## src/rtl/regfile_mp.sv

```systemverilog
// Multi-port register file: hardwired x0, write-to-read bypass, busy scoreboard, post-reset clear.
// Optional parity storage and injection when REGFILE_PARITY_EN is defined.
module regfile_mp #(
    parameter int XLEN   = 32,
    parameter int DEPTH  = 32,
    parameter int NUM_RD = 2,
    parameter int NUM_WR = 1,
    parameter int BYPASS = 1,
    localparam int AW    = $clog2(DEPTH)
) (
    input  logic                   i_clk,
    input  logic                   i_rst_n,
    input  logic [NUM_WR-1:0]      i_wr_en,
    input  logic [NUM_WR*AW-1:0]   i_wr_addr,
    input  logic [NUM_WR*XLEN-1:0] i_wr_data,
    input  logic [NUM_RD*AW-1:0]   i_rs_addr,
    output logic [NUM_RD*XLEN-1:0] o_rs_data,
    output logic [NUM_RD-1:0]      o_rs_busy,
    input  logic                   i_iss_en,
    input  logic [AW-1:0]          i_iss_addr,
    output logic                   o_ready
`ifdef REGFILE_PARITY_EN
    ,
    output logic [NUM_RD-1:0]      o_par_err,
    input  logic                   i_par_inj
`endif
);

    typedef enum logic {ST_INIT, ST_RUN} state_t;

    state_t            r_state;
    state_t            w_state_nxt;
    logic [AW-1:0]     r_cnt;
    logic [AW-1:0]     w_cnt_nxt;
    logic [DEPTH-1:0]  r_busy;
    logic [XLEN-1:0]   r_mem [DEPTH];
`ifdef REGFILE_PARITY_EN
    logic [DEPTH-1:0]  r_par;
`endif
    logic              w_run;

    assign w_run   = (r_state == ST_RUN);
    assign o_ready = w_run;

    always_comb begin
        w_state_nxt = r_state;
        w_cnt_nxt   = r_cnt;
        unique case (r_state)
            ST_INIT: begin
                w_cnt_nxt = r_cnt + AW'(1);
                if (r_cnt == AW'(DEPTH - 1)) begin
                    w_state_nxt = ST_RUN;
                    w_cnt_nxt   = r_cnt;
                end
            end
            ST_RUN: w_state_nxt = ST_RUN;
            default: w_state_nxt = ST_INIT;
        endcase
    end

    always_ff @(posedge i_clk) begin
        if (!i_rst_n) begin
            r_state <= ST_INIT;
            r_cnt   <= AW'(1);
            r_busy  <= '0;
        end else begin
            r_state <= w_state_nxt;
            r_cnt   <= w_cnt_nxt;
            if (w_run) begin
                for (int p = 0; p < NUM_WR; p++) begin
                    if (i_wr_en[p] && i_wr_addr[p*AW +: AW] != '0)
                        r_busy[i_wr_addr[p*AW +: AW]] <= 1'b0;
                end
                // Issue is applied last so a same-cycle set beats the clear.
                if (i_iss_en && i_iss_addr != '0)
                    r_busy[i_iss_addr] <= 1'b1;
            end
        end
    end

    always_ff @(posedge i_clk) begin
        if (i_rst_n) begin
            if (!w_run) begin
                r_mem[r_cnt] <= '0;
`ifdef REGFILE_PARITY_EN
                r_par[r_cnt] <= 1'b0;
`endif
            end else begin
                for (int p = 0; p < NUM_WR; p++) begin
                    if (i_wr_en[p] && i_wr_addr[p*AW +: AW] != '0) begin
                        r_mem[i_wr_addr[p*AW +: AW]] <= i_wr_data[p*XLEN +: XLEN];
`ifdef REGFILE_PARITY_EN
                        r_par[i_wr_addr[p*AW +: AW]] <=
                            (^i_wr_data[p*XLEN +: XLEN]) ^ i_par_inj;
`endif
                    end
                end
            end
        end
    end

    for (genvar k = 0; k < NUM_RD; k++) begin : g_rd
        logic [AW-1:0]   w_ra;
        logic            w_hit;
        logic [XLEN-1:0] w_byp;
        logic            w_zero;

        assign w_ra   = i_rs_addr[k*AW +: AW];
        assign w_zero = !w_run || (w_ra == '0);

        always_comb begin
            w_hit = 1'b0;
            w_byp = '0;
            if (BYPASS != 0) begin
                for (int p = 0; p < NUM_WR; p++) begin
                    if (i_wr_en[p] && i_wr_addr[p*AW +: AW] == w_ra) begin
                        w_hit = 1'b1;
                        w_byp = i_wr_data[p*XLEN +: XLEN];
                    end
                end
            end
        end

        assign o_rs_data[k*XLEN +: XLEN] = w_zero ? '0 :
                                           w_hit  ? w_byp : r_mem[w_ra];
        assign o_rs_busy[k] = !w_zero && !w_hit && r_busy[w_ra];
`ifdef REGFILE_PARITY_EN
        assign o_par_err[k] = !w_zero && !w_hit &&
                              (r_par[w_ra] != (^r_mem[w_ra]));
`endif
    end

endmodule
```

## config.mk

```make
export PLATFORM = sky130hd
export DESIGN_NAME = regfile_mp
export DESIGN_NICKNAME = d
export VERILOG_FILES = /design/src/rtl/regfile_mp.sv
export SDC_FILE = /design/constraint.sdc
export NUM_CORES = 1
export LEC_CHECK = 0
export CELL_PAD_IN_SITES_DETAIL_PLACEMENT = 1
export CELL_PAD_IN_SITES_GLOBAL_PLACEMENT = 1
export CORE_UTILIZATION = 40
export CTS_CLUSTER_DIAMETER = 200
export DETAILED_ROUTE_END_ITERATION = 7
export HOLD_SLACK_MARGIN = 0.15
export PLACE_DENSITY = 0.69
export REMOVE_ABC_BUFFERS = 1
export SLEW_MARGIN = 20
export SYNTH_ARGS = -nofsm -noshare
export SYNTH_HDL_FRONTEND = slang
export SYNTH_SLANG_ARGS = --single-unit
```

## constraint.sdc

```tcl
create_clock -name i_clk -period 5.5 [get_ports i_clk]
set_clock_uncertainty 0.1 [all_clocks]
set_input_delay 1.1 -clock i_clk [delete_from_list [all_inputs] [get_ports i_clk]]
set_output_delay 1.1 -clock i_clk [all_outputs]
set_load 0.02 [all_outputs]
```

==> flow_summary.ini <==
[run_status]
outcome = finished clean

[final_layout]
instances_no_fill = 4891
syn_to_final_growth_pct = 16.2
layout-drive-gt1-share_pct = 27.6
fillers = 11900
nets = 3200
antenna_cells = 0

[logic_synthesis]
ys.flop_type = edfxtp_1
yosysWarnings = 0
synth_area_per_cell_um2 = 17.3
synth_edf_count = 1024
ys_seq_area_share_pct = 62.0
ys_seq_elements = 1062
syn_inst = 2939
synth_cell_type_count = 60
async_flop_share_pct = 0
syn_area_um2 = 50800

[critical_path]
setup.worst_path.class = input port to output port
critPathBufInv = 3
cp-end-kind = output port
timing.rr.start = o_ready
critical_path.startpoint_type = input port
cp_slowest_cell = nor2_4
path_common_cell = clkdlybuf4s50_1
r2r-end = r_mem[30][28]
reg2reg_depth = 6
cpPeakStageDelay_ns = 0.73
crit_family = buffers and inverters
cp.arrival_ns = 4.24
startpoint = i_wr_addr[0]
critPathMaxFanout = 16
crit_chain = clkdlybuf4s50_1 > xnor2_1 > nand4_1 > nor2_1 > nor2_4 > buf_12 > a221o_1 > clkdlybuf4s50_1
rrSetupSlack_ns = 2.18
required_ns = 4.30

[power]
p_leak_nw = 17.9
pwr-share-clk_pct = 43.0
p_int_mw = 13.8
seqPwrFrac_pct = 49.5
combPwrFrac_pct = 7.6
switching_power_mw = 4.14
powerDensity_nw_per_um2 = 304
swShare_pct = 23.1
max-vdd-ir-drop_v = 0.000272

[timing]
slew_viol_final = 0
worst_pin_slew_ns = 1.17
hold_viol = 0
fin_crit_sh_pct = 98.8
fmax_mhz = 184
rsz0062_at_grt = no
finalSetupViolations = 0
slew_headroom_pct = 21.7
hold_ws_ns = 0.409
fin_crit_ns = 5.44

[clock_tree]
cts_resized = 0
clk_pin_slew_worst_paths_ns = 0.05
cts.sinks = 1062
ctsHtreeMaxLevel = 3
cts_tree = built
hold_buffers = 0
post_cts_buffers = 0
clock_path_buffers = 3
numCtsBuffers = 114
insertion_delay_ns = 0.74
cts_root_buf = clkbuf_16

[global_routing]
grt_max_degree = 69
grt_pass1_vias = 34500
overflow = 0
grt_pass1_wl_mm = 245
antenna_found_initial = 4
grt_usage_pct = 26.6

[min_path]
min_from = r_busy[16]
hold_path_class = register to register
hold_depth = 2
hold_end = r_busy[16]

[detailed_routing]
antenna_left = 0
num_vias = 32300
firstDrtPassIters = 5
drt_iter0_drc = 3855
drt_drc_violations_left = 0
wl_per_cell_um = 34.9
routed_via_density = 6.61
totalWireLength_mm = 171

[floorplanning]
die-area_um2 = 129000
start_util_pct = 40.4
ioPinCount = 123
rows = 130
core-area_um2 = 126000
die_x_um = 359
die_y_um = 359

[place]
globalplace.congestion = 0.844
dp_hpwl_mm = 108
io_buffers = 122
dp_cells = 4675

[run]
maxCapViolCount = 0
tightest hold or removal path: cells and delay by family, from the launching register on:
kind | cells | cell delay [ns]
AO/OA/AOI/OAI | 2 | 0.14
flip-flops | 1 | 0.32
routing by layer:
metal / vias to the layer above / track usage (%) / routed length (µm)
met5: - / 0 / 13
li1: 12900 / - / -
met4: 2 / 10.8 / 7490
met1: 17300 / 34.3 / 65800
met2: 1696 / 44.9 / 84800
met3: 394 / 4.11 / 12700
cell families after synthesis:
| family | after synthesis | share of synthesized area, % |
|---|---|---|
| buf+inv | 250 | 2.60 |
| simple gates | 310 | 2.92 |
| xor+xnor | 13 | 0.224 |
| compound gates | 581 | 8.51 |
| fa+ha+maj | 2 | 0.0492 |
| flops | 1062 | 62.0 |
| mux | 721 | 23.7 |
area by class of cell:
type	instances	area, µm²	share of cell area (%)
flip-flops and latches	1062	31500	53.3
multi-input cells	1627	18400	31.1
repair buffers	328	3410	5.77
clock buffers	133	2970	5.02
well taps	1650	2060	3.49
clock inverters	82	737	1.25
inverters	9	35.0	0.0593
through the flow:
stage                     setup slack, ns  utilization [%]  TNS [ns]  cell area, µm²  power [mW]
after global routing               0.0482             46.9         0           59100        18.4
after global placement              0.171             44.0         0           55300        10.3
after floorplan                    -0.239                -     -6.70           49600        9.63
after detailed placement            0.176             44.0         0           55300        10.4
after CTS                           0.167             46.9         0           59000        18.0
final                              0.0638             46.9         0           59100        17.9
worst max path at each step:
| stage | end | slack [ns] | depth (start not counted) |
|---|---|---|---|
| after floorplan | o_rs_data[28] | -0.24 | 5 |
| after global placement | o_rs_data[31] | 0.17 | 8 |
| after detailed placement | o_rs_data[31] | 0.18 | 8 |
| after CTS | o_rs_data[31] | 0.17 | 8 |
| after global routing | o_rs_data[31] | 0.05 | 8 |
| final | o_rs_data[31] | 0.06 | 8 |
cells in the final DEF (no fill, tap or decap), types with 6 or more instances in the layout:
master / instances
a21boi_0: 34
mux4_2: 380
mux2i_1: 280
buf_4: 163
bufinv_16: 12
dfxtp_1: 38
clkbuf_16: 116
clkinv_2: 25
nand2b_1: 13
and2_1: 27
nor2b_1: 32
a21oi_1: 32
o21ai_1: 6
clkbuf_1: 17
buf_12: 51
mux2_2: 60
a221o_1: 60
and2_2: 9
a22oi_1: 91
a211oi_1: 58
nor4_1: 6
a221oi_1: 122
nand2_1: 64
clkinv_1: 32
clkdlybuf4s50_1: 107
nand3_1: 7
o22ai_1: 8
o221ai_1: 30
nor2_1: 82
nor2_4: 38
edfxtp_1: 1024
inv_1: 6
xnor2_1: 13
o21ai_0: 121
registers in the layout, indices dropped and copies added (netlist names):
name and flops:
r_mem 1024, r_busy 32, r_cnt 5, o_ready 1
synth_stat cells, drive strengths merged, types with 4 or more instances:
library cell     n  area share [%]
and3             4           0.049
a31oi            5           0.091
xnor2           13            0.22
a21boi          35            0.52
nor3b            5           0.074
nand2b          14            0.17
nor2b           35            0.43
nand3            7           0.069
nor2           120            0.89
buf            147             1.8
nor4             6           0.074
inv              8           0.059
or2              4           0.049
o221ai          30            0.52
o21ai          128             1.3
o22ai            8           0.098
mux2            60             1.3
clkbuf          94            0.70
a21oi           32            0.32
dfxtp           38             1.5
nor3             5           0.049
edfxtp        1024              60
and2            36            0.44
nand2           65            0.48
a221o           60             1.2
a211oi          58            0.86
a221oi         122             2.1
a22oi           91             1.3
mux2i          281             5.6
mux4           380              17
power by group through the flow:
stage	Combinational (mW)	Sequential [mW]	Clock (mW)
floorplan	0.603	9.02	0
global placement	1.32	9.03	0
detailed placement	1.35	9.04	0
CTS	1.36	8.87	7.79
global route	1.42	8.88	8.06
finish	1.36	8.87	7.71
Note: power is estimated with default switching activity, not from simulation.
